===== src/rtl/lsu_mem_master.sv =====
// Load/store initiator between the execute stage and the data SRAM.
// Takes one request at a time and issues one word-aligned SRAM access for it.
// Load data is lane-extracted and extended before it is returned on the response channel.
//
// Handshake rule for both channels: a transfer happens on a rising clk edge
// where valid and ready are both 1. A valid source holds its payload stable
// until that edge. req_ready_o is a pure function of state, so it never
// depends on req_valid_i.
module lsu_mem_master #(
  parameter int ADDR_LEN = 32,
  parameter int DATA_LEN = 32
) (
  input  logic                clk,
  input  logic                rstn,
  input  logic                req_valid_i,
  output logic                req_ready_o,
  input  logic                req_we_i,
  input  logic [ADDR_LEN-1:0] req_addr_i,
  input  logic [DATA_LEN-1:0] req_wdata_i,
  input  logic [1:0]          req_size_i,
  input  logic                req_unsigned_i,
  output logic                resp_valid_o,
  input  logic                resp_ready_i,
  output logic [DATA_LEN-1:0] resp_rdata_o,
  output logic                resp_err_o,
  output logic                mem_ren_o,
  output logic [ADDR_LEN-1:0] mem_raddr_o,
  output logic                mem_wen_o,
  output logic [ADDR_LEN-1:0] mem_waddr_o,
  output logic [DATA_LEN-1:0] mem_wdata_o,
  output logic [7:0]          mem_wmask_o,
  input  logic [DATA_LEN-1:0] mem_rdata_i,
  output logic [2:0]          dbg_state_o
);

  typedef enum logic [2:0] {
    IDLE     = 3'd0,
    RD_ISSUE = 3'd1,
    RD_WAIT  = 3'd2,
    WR_ISSUE = 3'd3,
    RESP     = 3'd4
  } state_e;

  state_e              state_q, state_d;
  logic [1:0]          off_q, off_d;
  logic [1:0]          size_q, size_d;
  logic                uns_q, uns_d;
  logic                err_q, err_d;
  logic [DATA_LEN-1:0] rdata_q, rdata_d;
  logic                mem_ren_q, mem_ren_d;
  logic                mem_wen_q, mem_wen_d;
  logic [ADDR_LEN-1:0] mem_raddr_q, mem_raddr_d;
  logic [ADDR_LEN-1:0] mem_waddr_q, mem_waddr_d;
  logic [DATA_LEN-1:0] mem_wdata_q, mem_wdata_d;
  logic [7:0]          mem_wmask_q, mem_wmask_d;

  logic                req_accept;
  logic                req_misaligned;
  logic [7:0]          lane_mask;
  logic [ADDR_LEN-1:0] word_addr;
  logic [7:0]          byte_sel;
  logic [15:0]         half_sel;
  logic [DATA_LEN-1:0] load_ext;

  // Request decode: alignment check, byte-lane mask and word address of the incoming request
  always_comb begin
    req_accept = req_valid_i && (state_q == IDLE);
    word_addr  = {req_addr_i[ADDR_LEN-1:2], 2'b00};
    case (req_size_i)
      2'd0:    req_misaligned = 1'b0;
      2'd1:    req_misaligned = req_addr_i[0];
      2'd2:    req_misaligned = |req_addr_i[1:0];
      default: req_misaligned = 1'b1;
    endcase
    case (req_size_i)
      2'd0:    lane_mask = 8'h01 << req_addr_i[1:0];
      2'd1:    lane_mask = 8'h03 << req_addr_i[1:0];
      default: lane_mask = 8'h0F;
    endcase
  end

  // Load extraction from the SRAM word that is valid during RD_WAIT
  always_comb begin
    byte_sel = mem_rdata_i[{off_q, 3'b000} +: 8];
    half_sel = mem_rdata_i[{off_q[1], 4'b0000} +: 16];
    case (size_q)
      2'd0:    load_ext = uns_q ? {{(DATA_LEN-8){1'b0}}, byte_sel}
                                : {{(DATA_LEN-8){byte_sel[7]}}, byte_sel};
      2'd1:    load_ext = uns_q ? {{(DATA_LEN-16){1'b0}}, half_sel}
                                : {{(DATA_LEN-16){half_sel[15]}}, half_sel};
      default: load_ext = mem_rdata_i;
    endcase
  end

  // State register plus request/response and SRAM-facing registers
  always_ff @(posedge clk or negedge rstn) begin
    if (!rstn) begin
      state_q     <= IDLE;
      off_q       <= '0;
      size_q      <= '0;
      uns_q       <= 1'b0;
      err_q       <= 1'b0;
      rdata_q     <= '0;
      mem_ren_q   <= 1'b0;
      mem_wen_q   <= 1'b0;
      mem_raddr_q <= '0;
      mem_waddr_q <= '0;
      mem_wdata_q <= '0;
      mem_wmask_q <= '0;
    end else begin
      state_q     <= state_d;
      off_q       <= off_d;
      size_q      <= size_d;
      uns_q       <= uns_d;
      err_q       <= err_d;
      rdata_q     <= rdata_d;
      mem_ren_q   <= mem_ren_d;
      mem_wen_q   <= mem_wen_d;
      mem_raddr_q <= mem_raddr_d;
      mem_waddr_q <= mem_waddr_d;
      mem_wdata_q <= mem_wdata_d;
      mem_wmask_q <= mem_wmask_d;
    end
  end

  // Next-state logic; a completed response always passes through IDLE
  always_comb begin
    state_d = state_q;
    case (state_q)
      IDLE: begin
        if (req_valid_i) begin
          if (req_misaligned) state_d = RESP;
          else if (req_we_i)  state_d = WR_ISSUE;
          else                state_d = RD_ISSUE;
        end
      end
      RD_ISSUE: state_d = RD_WAIT;
      RD_WAIT:  state_d = RESP;
      WR_ISSUE: state_d = RESP;
      RESP:     if (resp_ready_i) state_d = IDLE;
      default:  state_d = IDLE;
    endcase
  end

  // Register updates. Strobes are loaded on the edge that enters an issue state,
  // so each strobe is high for exactly that state.
  always_comb begin
    off_d       = off_q;
    size_d      = size_q;
    uns_d       = uns_q;
    err_d       = err_q;
    rdata_d     = rdata_q;
    mem_ren_d   = 1'b0;
    mem_wen_d   = 1'b0;
    mem_wmask_d = 8'h00;
    mem_raddr_d = mem_raddr_q;
    mem_waddr_d = mem_waddr_q;
    mem_wdata_d = mem_wdata_q;
    if (req_accept) begin
      off_d   = req_addr_i[1:0];
      size_d  = req_size_i;
      uns_d   = req_unsigned_i;
      err_d   = req_misaligned;
      rdata_d = '0;
      if (!req_misaligned) begin
        if (req_we_i) begin
          mem_wen_d   = 1'b1;
          mem_waddr_d = word_addr;
          mem_wdata_d = req_wdata_i << {req_addr_i[1:0], 3'b000};
          mem_wmask_d = lane_mask;
        end else begin
          mem_ren_d   = 1'b1;
          mem_raddr_d = word_addr;
        end
      end
    end
    if (state_q == RD_WAIT) rdata_d = load_ext;
  end

  // Output decode: handshake flags from state, everything else straight from flops
  always_comb begin
    req_ready_o  = (state_q == IDLE);
    resp_valid_o = (state_q == RESP);
    resp_rdata_o = rdata_q;
    resp_err_o   = err_q;
    mem_ren_o    = mem_ren_q;
    mem_raddr_o  = mem_raddr_q;
    mem_wen_o    = mem_wen_q;
    mem_waddr_o  = mem_waddr_q;
    mem_wdata_o  = mem_wdata_q;
    mem_wmask_o  = mem_wmask_q;
    dbg_state_o  = state_q;
  end

endmodule


===== config.mk =====
export PLATFORM = sky130hd
export DESIGN_NAME = lsu_mem_master
export DESIGN_NICKNAME = d
export VERILOG_FILES = /design/src/rtl/lsu_mem_master.sv
export SDC_FILE = /design/constraint.sdc
export NUM_CORES = 1
export LEC_CHECK = 0
export ABC_AREA = 1
export CORE_ASPECT_RATIO = 1.4
export CORE_UTILIZATION = 25
export DETAILED_ROUTE_END_ITERATION = 7
export HOLD_SLACK_MARGIN = 0.12
export PLACE_DENSITY = 0.56
export SLEW_MARGIN = 30
export SYNTH_ARGS = -nofsm -noshare
export SYNTH_HDL_FRONTEND = slang
export SYNTH_SLANG_ARGS = --single-unit

===== constraint.sdc =====
create_clock -name clk -period 4.5 [get_ports clk]
set_input_delay 0.675 -clock clk [delete_from_list [all_inputs] [get_ports clk]]
set_output_delay 0.675 -clock clk [all_outputs]
set_load 0.01 [all_outputs]

---- Word-level counts from Yosys, hierarchy flattened ----
Index checks and enable logic that the tools add are counted.
storage, ports and cells
  flip-flop bits (word level) ............. 143
  input port bits ......................... 104
  output and inout port bits .............. 144
  logic and storage cells ................. 59
cells by class
  equality and inequality tests ........... 9
  shifts and indexed selects .............. 5
  multiplexer cells ....................... 21
  bitwise logic cells ..................... 2
  reductions and logical operators ........ 10
operator list
  kind                 number
  $mux 32              4
  $pmux 32 s2          1
  $shiftx 32x6->16     1
  $shiftx 32x6->8      1
  $shl 32x5->32        1
  $mux 8               3
  $pmux 8 s2           1
  $pmux 3 s4           1
  $mux 3               3
  $shl 1x2->8 const A  1
  $shl 2x2->8 const A  1
  $eq 3x2->1 const B   2
  $mux 1               6
  $reduce_and 3->1     2
  $eq 2x1->1 const B   2
  $logic_not 2->1      2
  $reduce_or 2->1      2
  $eq 3x1->1 const B   1
  $eq 3x3->1 const B   1
  $logic_not 3->1      1
  $pmux 1 s3           1
  $eq 2x2->1 const B   1
  $mux 2               1
  $ne 2x1->1 const B   1
  other kinds (5)      6

---- Logic depth before layout (Yosys ltp) ----
Gate-level depths: netlist of run 1.
  depth in word-level cells ............... 5
  mapped depth ............................ 11
  mapped depth without buffers ............ 9

---- Least setup slack after synthesis of run 1 ----
OpenSTA, ideal clock, no wires.
  kind .................................... input-to-reg
  start point ............................. in req_addr_i[0]
  end point ............................... reg mem_wdata_q[24] (netlist: mem_wdata_o[24])
  setup time .............................. 0.117 ns
  arrival time ............................ 1.663 ns
  data required time ...................... 4.383 ns
  path slack .............................. 2.720 ns
  stages on the path ...................... 9
  buffers on the path ..................... 3
  cells stage by stage .................... buf_6 > o21ai_2 > nand2_1 > nor2_2 > nand2_4 > buf_6 > buf_6 > nand2_2 > o21ai_2
on the way
  word-level cells in the longest chain between the ends .. 4
RTL lines
  what                               line  text
  from (decl)                        18    input logic [ADDR_LEN-1:0] req_addr_i,
  $reduce_or 2->1                    72    2'd2: req_misaligned = |req_addr_i[1:0];
  $pmux 1 s3                         69    case (req_size_i)
  $not 1->1 (no source line)         -
  $reduce_and 3->1 (no source line)  -
  to (signal assigned)               121   mem_wdata_q <= mem_wdata_d;
  to (decl)                          54    logic [DATA_LEN-1:0] mem_wdata_q, mem_wdata_d;
Parallel ways exist; a longest one is shown, timed or not.
A chain may end at the register's enable or synchronous reset.

---- Final worst setup path of run 1 ----
  start point ............................. in req_addr_i[1]
  end point ............................... reg mem_wdata_q[13] (netlist: mem_wdata_o[13])
Same word-level chain as after synthesis.

==> results of run 1 <==
## per-stage QoR
step           area, um^2  hold slack [ps]  setup WS (ps)
2_1_floorplan        6680              379           2720
3_3_place_gp         9230              463           1300
3_5_place_dp         9240              464           1230
4_1_cts              9840              384           1700
5_1_grt              9850              388           1550
6_report             9850              335           1780
## placed cells by master, fill, tap and decap left out
cell type	instances
sky130_fd_sc_hd__nand2_1	344
sky130_fd_sc_hd__clkdlybuf4s50_1	239
sky130_fd_sc_hd__dfrtp_1	140
sky130_fd_sc_hd__inv_1	46
sky130_fd_sc_hd__o21ai_0	45
sky130_fd_sc_hd__nor2_1	43
sky130_fd_sc_hd__nand3_1	34
sky130_fd_sc_hd__o21ai_1	28
sky130_fd_sc_hd__o21ai_2	27
sky130_fd_sc_hd__a21oi_1	21
sky130_fd_sc_hd__clkbuf_16	17
sky130_fd_sc_hd__buf_4	11
sky130_fd_sc_hd__or2_2	8
sky130_fd_sc_hd__a31oi_1	8
sky130_fd_sc_hd__conb_1	8
sky130_fd_sc_hd__inv_2	7
sky130_fd_sc_hd__nand2_2	7
sky130_fd_sc_hd__inv_6	7
sky130_fd_sc_hd__nor3_1	4
sky130_fd_sc_hd__nor2_4	3
sky130_fd_sc_hd__nand2_4	3
sky130_fd_sc_hd__clkinvlp_4	3
sky130_fd_sc_hd__clkbuf_8	3
sky130_fd_sc_hd__clkinv_1	2
sky130_fd_sc_hd__nor2_2	2
sky130_fd_sc_hd__bufinv_16	2
sky130_fd_sc_hd__inv_4	1
sky130_fd_sc_hd__a21oi_2	1
sky130_fd_sc_hd__a22oi_1	1
sky130_fd_sc_hd__nand3_2	1
sky130_fd_sc_hd__clkinv_4	1
## final cells by class
type | count | area (um^2)
Tap cell | 324 | 405
Multi-Input combinational cell | 588 | 2630
Inverter | 56 | 213
Sequential cell | 140 | 3500
Clock inverter | 13 | 153
Timing Repair Buffer | 251 | 2490
Fill cell | 2695 | 16300
Clock buffer | 19 | 453
## metal layers
layer	track usage	share of wire	up-vias
li1	-	-	3052
met1	0.196	0.42	2859
met2	0.276	0.50	223
met3	0.0463	0.069	17
met4	0.0444	0.011	0
met5	0	0	-
## state kept, by name, summed over array words and instances (netlist names)
| register | count |
|---|---|
| mem_wdata_o | 32 |
| resp_rdata_o | 32 |
| mem_raddr_o | 30 |
| mem_waddr_o | 30 |
| mem_wmask_o | 5 |
| dbg_state_o | 3 |
| off_q | 2 |
| size_q | 2 |
| mem_ren_o | 1 |
| mem_wen_o | 1 |
| resp_err_o | 1 |
| uns_q | 1 |
## power groups by stage
stage / Sequential [mW] / Clock (mW) / Combinational, mW
after floorplan: 2.31 / 0 / 1.01
after global placement: 2.14 / 0 / 2.65
after detailed placement: 2.15 / 0 / 2.67
after CTS: 2.14 / 1.51 / 2.67
after global routing: 2.20 / 1.56 / 2.88
final: 2.13 / 1.46 / 2.63
## worst min path at each step
stage	startpoint	to	depth (start not counted)
after floorplan	rstn	dbg_state_o[0]	0
after global placement	resp_rdata_o[27]	resp_rdata_o[27]	2
after detailed placement	resp_rdata_o[8]	resp_rdata_o[8]	2
after CTS	rstn	mem_waddr_o[4]	1
after global routing	rstn	resp_rdata_o[29]	1
final	rstn	resp_rdata_o[29]	1
## logic make-up (layout without fill, tap and decap cells)
kind of cell | after synthesis | in the layout
AOI/OAI and AO/OA | 131 | 131
buffers and inverters | 108 | 339
DFF | 140 | 140
other | 1 | 8
and+or+nand+nor | 449 | 449
## worst register-to-register path, stage by stage (launching register included)
cell and delay (ps):
sky130_fd_sc_hd__dfrtp_1 860, sky130_fd_sc_hd__inv_2 410, sky130_fd_sc_hd__nand2_1 260, sky130_fd_sc_hd__nor2_4 80, sky130_fd_sc_hd__nand2_1 70, sky130_fd_sc_hd__nand2_1 70, sky130_fd_sc_hd__nand2_2 180, sky130_fd_sc_hd__nand3_2 340
sky130_fd_sc_hd__nand2_1 180, sky130_fd_sc_hd__nand2_1 70
==> reports/summary.md, run 1 <==
Dividing the detail-routed wire length by the instance count gives 15.7 um. The origin of the critical flop-to-flop path was size_q[1]. The share of final-layout standard cells stronger than drive strength 1 works out to 0.0975. Along the worst path, the maximum fanout reaches 37. IR analysis of the VDD net gives a maximum drop of 0.332 mV. The biggest area contributor in the post-synthesis netlist is sky130_fd_sc_hd__dfrtp_1. For the global-route wire length before repair, the log shows 33600 um. The minimum clock period after layout came out at 2720 ps. The die is 195 um tall. For the Yosys warning count, the log shows 0. For the pin with the worst max-slew slack, the measured transition is 804 ps. The total placed cells including tap cells was 1359. Summed over all nets, the switching power comes to 2.25 mW. The tools report the quantity of hold-fixing buffers added after cts as 0. The clock tree synthesis step divided the H-tree into 4 levels. Counting buffers and inverters, the worst setup path is 9 cells deep. The placeable core region is 26100 um^2. The clock slew seen by the registers of the worst setup and hold paths is 60 ps, and the number of buffer and inverter stages on the critical path is 3. At the worst endpoint, the required time is 4860 ps. The final layout contains 1158 nets. The total count of hold-check failures in the final report was 0; the number of distinct standard cells referenced by the synthesized netlist was 28. Summed over all layers, the global routing overflow is 0. Counting flops with a built-in enable in the synthesized netlist gives 0.

In this run the power density over the cells is 632 nW/um^2. TritonCTS built the clock tree. The worst setup path startpoint is req_addr_i[1]. The logs give 0 for the initial antenna violation count and 2 for the maximum buffer depth of the clock tree. The maximum cell stage delay along the critical path was 830 ps; the count of inserted antenna diode cells was 0. Clock network fraction of total power: 0.234. The area share of the leading cell type in the synthesized netlist works out to 0.527. Start-to-end type of the worst setup path: in -> reg.

The internal portion of the total power is 3.97 mW. The count of mapped cells out of synthesis came out at 829. The die span in x was 140 um; the number of remaining DRC errors was 0.

In this run the worst setup path terminates at mem_wdata_o[13]. The mean instance size in the synthesized netlist was 8.02 um^2. Setup repair after global routing left no endpoint under its margin.

The routed layout has 6151 vias. Area of the die: 27300 um^2. The multiplexer share of the synthesized area works out to 0.

Worst slew slack as a fraction of its limit: 0.464. Once detailed placement completed, the half-perimeter wirelength came to 15600 um. The post-route fraction of the period consumed by the critical path was 0.605; the global-route total usage across every layer was 0.161. The number of global-route vias before repair was 5989; the post-CTS setup buffer count was 0. The total number of placement rows was 70; the xor and xnor area share after synthesis was 0. The initial core utilization was 0.255.

By area the synthesized netlist is led by sky130_fd_sc_hd__dfrtp_1, sky130_fd_sc_hd__nand2_1, sky130_fd_sc_hd__o21ai_2. The detailed router finished its first iteration with 209 violations. The post-layout utilization of the core is 0.377. The cell family contributing the most delay on the critical path is buffers and inverters.

The total power after layout is 6.22 mW, and the register-to-register setup slack is 1870 ps. The area fraction in and, or, nand and nor cells after synthesis is 0.274. The final total negative setup slack was 0 ps; the routed wire length was 21800 um.

The flip-flop cell with the highest count after synthesis is sky130_fd_sc_hd__dfrtp_1. CTS saw 140 sinks. Post-CTS repair changed the size of 0 cells. In this design, the critical path's most frequently occurring cell is sky130_fd_sc_hd__nand2_1. The run finished with clean final reports. The synthesized design contains 140 register bits. The area growth from synthesis to final layout was 48.0%; the leakage power of the design was 4.75 nW. The adder-cell share of the synthesized area is 0. The tools report the capture point of the worst reg-to-reg path as resp_rdata_o[20]. The worst setup path is captured at a flop. The share of the synthesized area in compound gates (AO/OA/AOI/OAI) is 0.116, and the number of port buffers is 240. After synthesis, the most frequently instantiated cells are sky130_fd_sc_hd__nand2_1, sky130_fd_sc_hd__dfrtp_1, sky130_fd_sc_hd__inv_1. The async set or reset register ratio after synthesis was 1.00. The fraction of power spent switching nets was 0.362.

For the setup skew after layout, the log shows 13.7 ps. The most numerous cell in the Yosys netlist is sky130_fd_sc_hd__nand2_1. Counting cells, the worst reg-to-reg path comes to 9. The source-to-sink clock delay at the later pin of the worst-skew pair is 430 ps. The count of cells in the finished layout, fillers not included, comes to 1391. In the routed layout, each cell is associated on average with a via count of 4.42. For the final-report max-slew violation count, the log shows 0. Fraction of power consumed by combinational cells: 0.423. Traced cell by cell, the critical path runs through clkdlybuf4s50_1 > buf_4 > o21ai_1 > nand2_1 > nor2_2 > nand2_4 > buf_4 > nand2_1 > nand2_1. Max-cap violations in this run came to 0. The tightest min-delay check is of the in -> async type. Routability-driven placement finished with a final weighted congestion of 0.861. The tools report the CTS buffer count as 17.

The run gives 0.342 as the sequential share of power. STA puts the critical path data arrival time at 3080 ps. The logs give 93 for the maximum number of pins on one net before global-route repair and 367 MHz for the upper clock frequency limit. The tools report the critical path startpoint category as an input port.

The first detailed-routing pass took 5 iterations. The tree is rooted in a sky130_fd_sc_hd__clkbuf_16. The post-route antenna net violation count was 0. The largest family of logic cells by synthesized area was simple AND/OR/NAND/NOR gates.

For the portion of the post-synthesis area used by sequential elements, the log shows 0.527. The area of the mapped netlist came out at 6650 um^2. 248 I/O pins were placed. For this design, the slowest cell found on the critical path is sky130_fd_sc_hd__clkdlybuf4s50_1. Setup violations remaining at the end of the flow were counted as 0.
Note: power is estimated with default switching activity, not from simulation.
==> run 2: changes to the inputs <==
- PLACE_DENSITY: 0.56 -> 0.58
- clock period: 4.5 -> 2.2 ns (I/O delays scaled with it)
==> run 2 against run 1 <==
Against the previous run: setup slack got worse by 1700 ps; register-to-register slack got worse by 1400 ps; clock-buffer cell count decreased by 1; design area grew 1.0%; wire length decreased by 2.3%.
==> reports/summary.md, run 2 (same netlist as run 1, synthesis figures left out) <==
The run gives 140 (unchanged) as the total number of clock tree sinks. The highest metal layer with signal wires was met4 (unchanged). The maximum fanout count along the critical path is 5 (was 37).

The logs give 26100 um^2 (unchanged) for the placeable core region and 0 (unchanged) for the setup violation total in the final timing report. The tools report the global-route total usage across every layer as 0.161 (about the same). Most common cell after layout, fill and taps aside: sky130_fd_sc_hd__nand2_1 (unchanged). Number of remaining DRC errors: 0 (unchanged).

Type of the most critical hold path: in -> async (unchanged). The met1 layer wirelength in the final routing is 8820 um (was 9070 um). Most used cells in the layout excluding fill and tap cells: sky130_fd_sc_hd__nand2_1, sky130_fd_sc_hd__clkdlybuf4s50_1, sky130_fd_sc_hd__dfrtp_1 (unchanged). Worst-path cell with the longest stage delay: sky130_fd_sc_hd__clkdlybuf4s50_1 (unchanged). The run gives 2630 um^2 (about the same) as the multi-input combinational cell area. The number of buffer and inverter stages on the critical path was 1 (was 3). The per-cell routed wire length is 15.2 um (was 15.7 um).

The logs give 1171 (was 1158) for the total number of nets in the final design and 0 (unchanged) for the count of inserted antenna diode cells. The initial antenna violation count is 0 (unchanged), and the final standard cell count with taps included and fillers excluded is 1404 (was 1391). The final-report max-slew violation count is 0 (unchanged), and the placed instance area is 9360 um^2 (was 9240 um^2). The maximum buffer depth of the clock tree is 2 (unchanged), and the post-route antenna net violation count is 0 (unchanged).

Area growth from synthesis to final layout: 49.5% (was 48.0%). The number of search-and-repair iterations in the first detailed-routing pass was 5 (unchanged); the data required time at the worst endpoint was 1870 ps (was 4860 ps). The post-layout utilization of the core is 0.381 (was 0.377), and the die span in x is 140 um (unchanged). The final total negative setup slack was 0 ps (unchanged); the initial core utilization was 0.255 (unchanged). The start-to-end type of the worst setup path is reg -> out (was in -> reg). The tools report the clock root buffer as sky130_fd_sc_hd__clkbuf_16 (unchanged). The area of the die was 27300 um^2 (unchanged); the count of pins on the block boundary was 248 (unchanged). The number of max-cap violations was 0 (unchanged). The run gives 1371 (was 1359) as the total placed cells including tap cells. The maximum cell stage delay along the critical path works out to 640 ps (was 830 ps). For the final-layout fill cell count, the log shows 2691 (was 2695). The total number of placement rows was 70 (unchanged). The run gives 15900 um (was 15600 um) as the HPWL after detailed placement. The worst voltage drop across the vdd grid is 0.557 mV (was 0.332 mV). Total power after layout: 12.6 mW (was 6.22 mW). Sequence of cells on the critical path: nor3_1 > clkdlybuf4s50_1 (was clkdlybuf4s50_1 > buf_4 > o21ai_1 > nand2_1 > nor2_2 > nand2_4 > buf_4 > nand2_1 > nand2_1). The routed design could run at a clock period as short as 2120 ps.

The logs give 0 (unchanged) for the global route total overflow and 0.885 (was 0.861) for the routability congestion estimate from global placement. Number of violations reported at the end of detailed-routing iteration 0: 217 (was 209). The gate family responsible for the most delay along the worst path is buffers and inverters (unchanged).

The flow ran to the end, and the final reports show no timing, DRC or antenna violations. The run gives 1580 um (was 1500 um) as the met3 wire length. For the source-to-sink clock delay at the later pin of the worst-skew pair, the log shows 420 ps (was 430 ps). CTS buffer count: 17 (unchanged). Kind of capture point of the worst setup path: a primary output (was a flop). The post-layout instance area is 9940 um^2 (was 9850 um^2), and the routed wire length is 21300 um (was 21800 um). The post-route fraction of the period consumed by the critical path was 0.965. Setup repair after global routing left no endpoint under its margin. The arrival time at the worst endpoint came out at 1790 ps (was 3080 ps). The tools report the global-route wire length before repair as 33300 um (was 33600 um). The height of the die came out at 195 um (unchanged).

The tools report the wire length on met2 as 10500 um (was 11000 um). Detailed-route via count: 6128 (was 6151). The logs give 0.579 (was 0.464) for the worst slew slack as a fraction of its limit and 3500 um^2 (unchanged) for the sequential cell area in the final layout.

TritonCTS built the clock tree. Setup slack of the critical path after layout: 77.1 ps (was 1780 ps). H-tree depth: 4 (unchanged). Static timing analysis puts the maximum clock frequency at 471 MHz. The run gives 59 (was 93) as the maximum number of pins on one net before global-route repair.

The leakage power of the design is 4.80 nW (was 4.75 nW), and the number of global-route vias before repair is 5932 (was 5989). The setup skew after layout was 8.13 ps (was 13.7 ps); the total count of hold-check failures in the final report was 0 (unchanged). Share of final-layout standard cells stronger than drive strength 1: 0.105 (was 0.0975).

The post-route worst hold slack is 448 ps (was 335 ps), and the number of port buffers is 240 (unchanged). The critical path startpoint category is a flop (was an input port). The worst setup slack after placement was 84.2 ps (was 1230 ps); the transition at the pin with the smallest max-transition slack was 631 ps (was 804 ps).

The vias per cell was 4.36 (was 4.42); the power per cell area was 1270 nW/um^2 (was 632 nW/um^2). The clock slew seen by the registers of the worst setup and hold paths was 60 ps (about the same).
run 2: final cells by class:
| class | count | area share |
|---|---|---|
| Clock buffer | 18 | 0.0432 |
| Sequential cell | 140 | 0.352 |
| Tap cell | 324 | 0.0408 |
| Inverter | 56 | 0.0214 |
| Clock inverter | 14 | 0.0146 |
| Timing Repair Buffer | 264 | 0.264 |
| Multi-Input combinational cell | 588 | 0.264 |
run 2: worst paths after layout:
check / slack [ps] / to / start / cells past startpoint
min reg2reg: 480 / resp_rdata_o[28] / resp_rdata_o[28] / 2
max reg2reg: 500 / resp_rdata_o[16] / off_q[1] / 9
min in group clk: 460 / mem_waddr_o[3] / req_addr_i[3] / 3
min: 450 / resp_rdata_o[29] / rstn / 2
max in group asynchronous: 1060 / resp_rdata_o[4] / rstn / 3
max: 80 / resp_valid_o / dbg_state_o[0] / 2
run 2: power by group:
part | internal [mW] | total (mW) | leakage, nW | switching (mW)
clock network | 1.67 | 2.81 | 0.272 | 1.14
logic | 2.80 | 5.52 | 2.72 | 2.72
registers | 3.65 | 4.30 | 1.81 | 0.653
total | 8.11 | 12.6 | 4.80 | 4.52
run 2: metal layers:
metal	GRT usage	up-vias
li1	-	3066
met1	0.196	2801
met2	0.267	237
met3	0.0456	24
met4	0.0623	0
met5	0	-
run 2: what timing repair did:
| action | CTS | global route |
|---|---|---|
| setup endpoints to repair | 0 | 0 |
| hold endpoints to repair | 49 | 0 |
| resized for setup | 0 | 0 |
| hold buffers | 1 | 0 |
| buffers inserted | 0 | 0 |
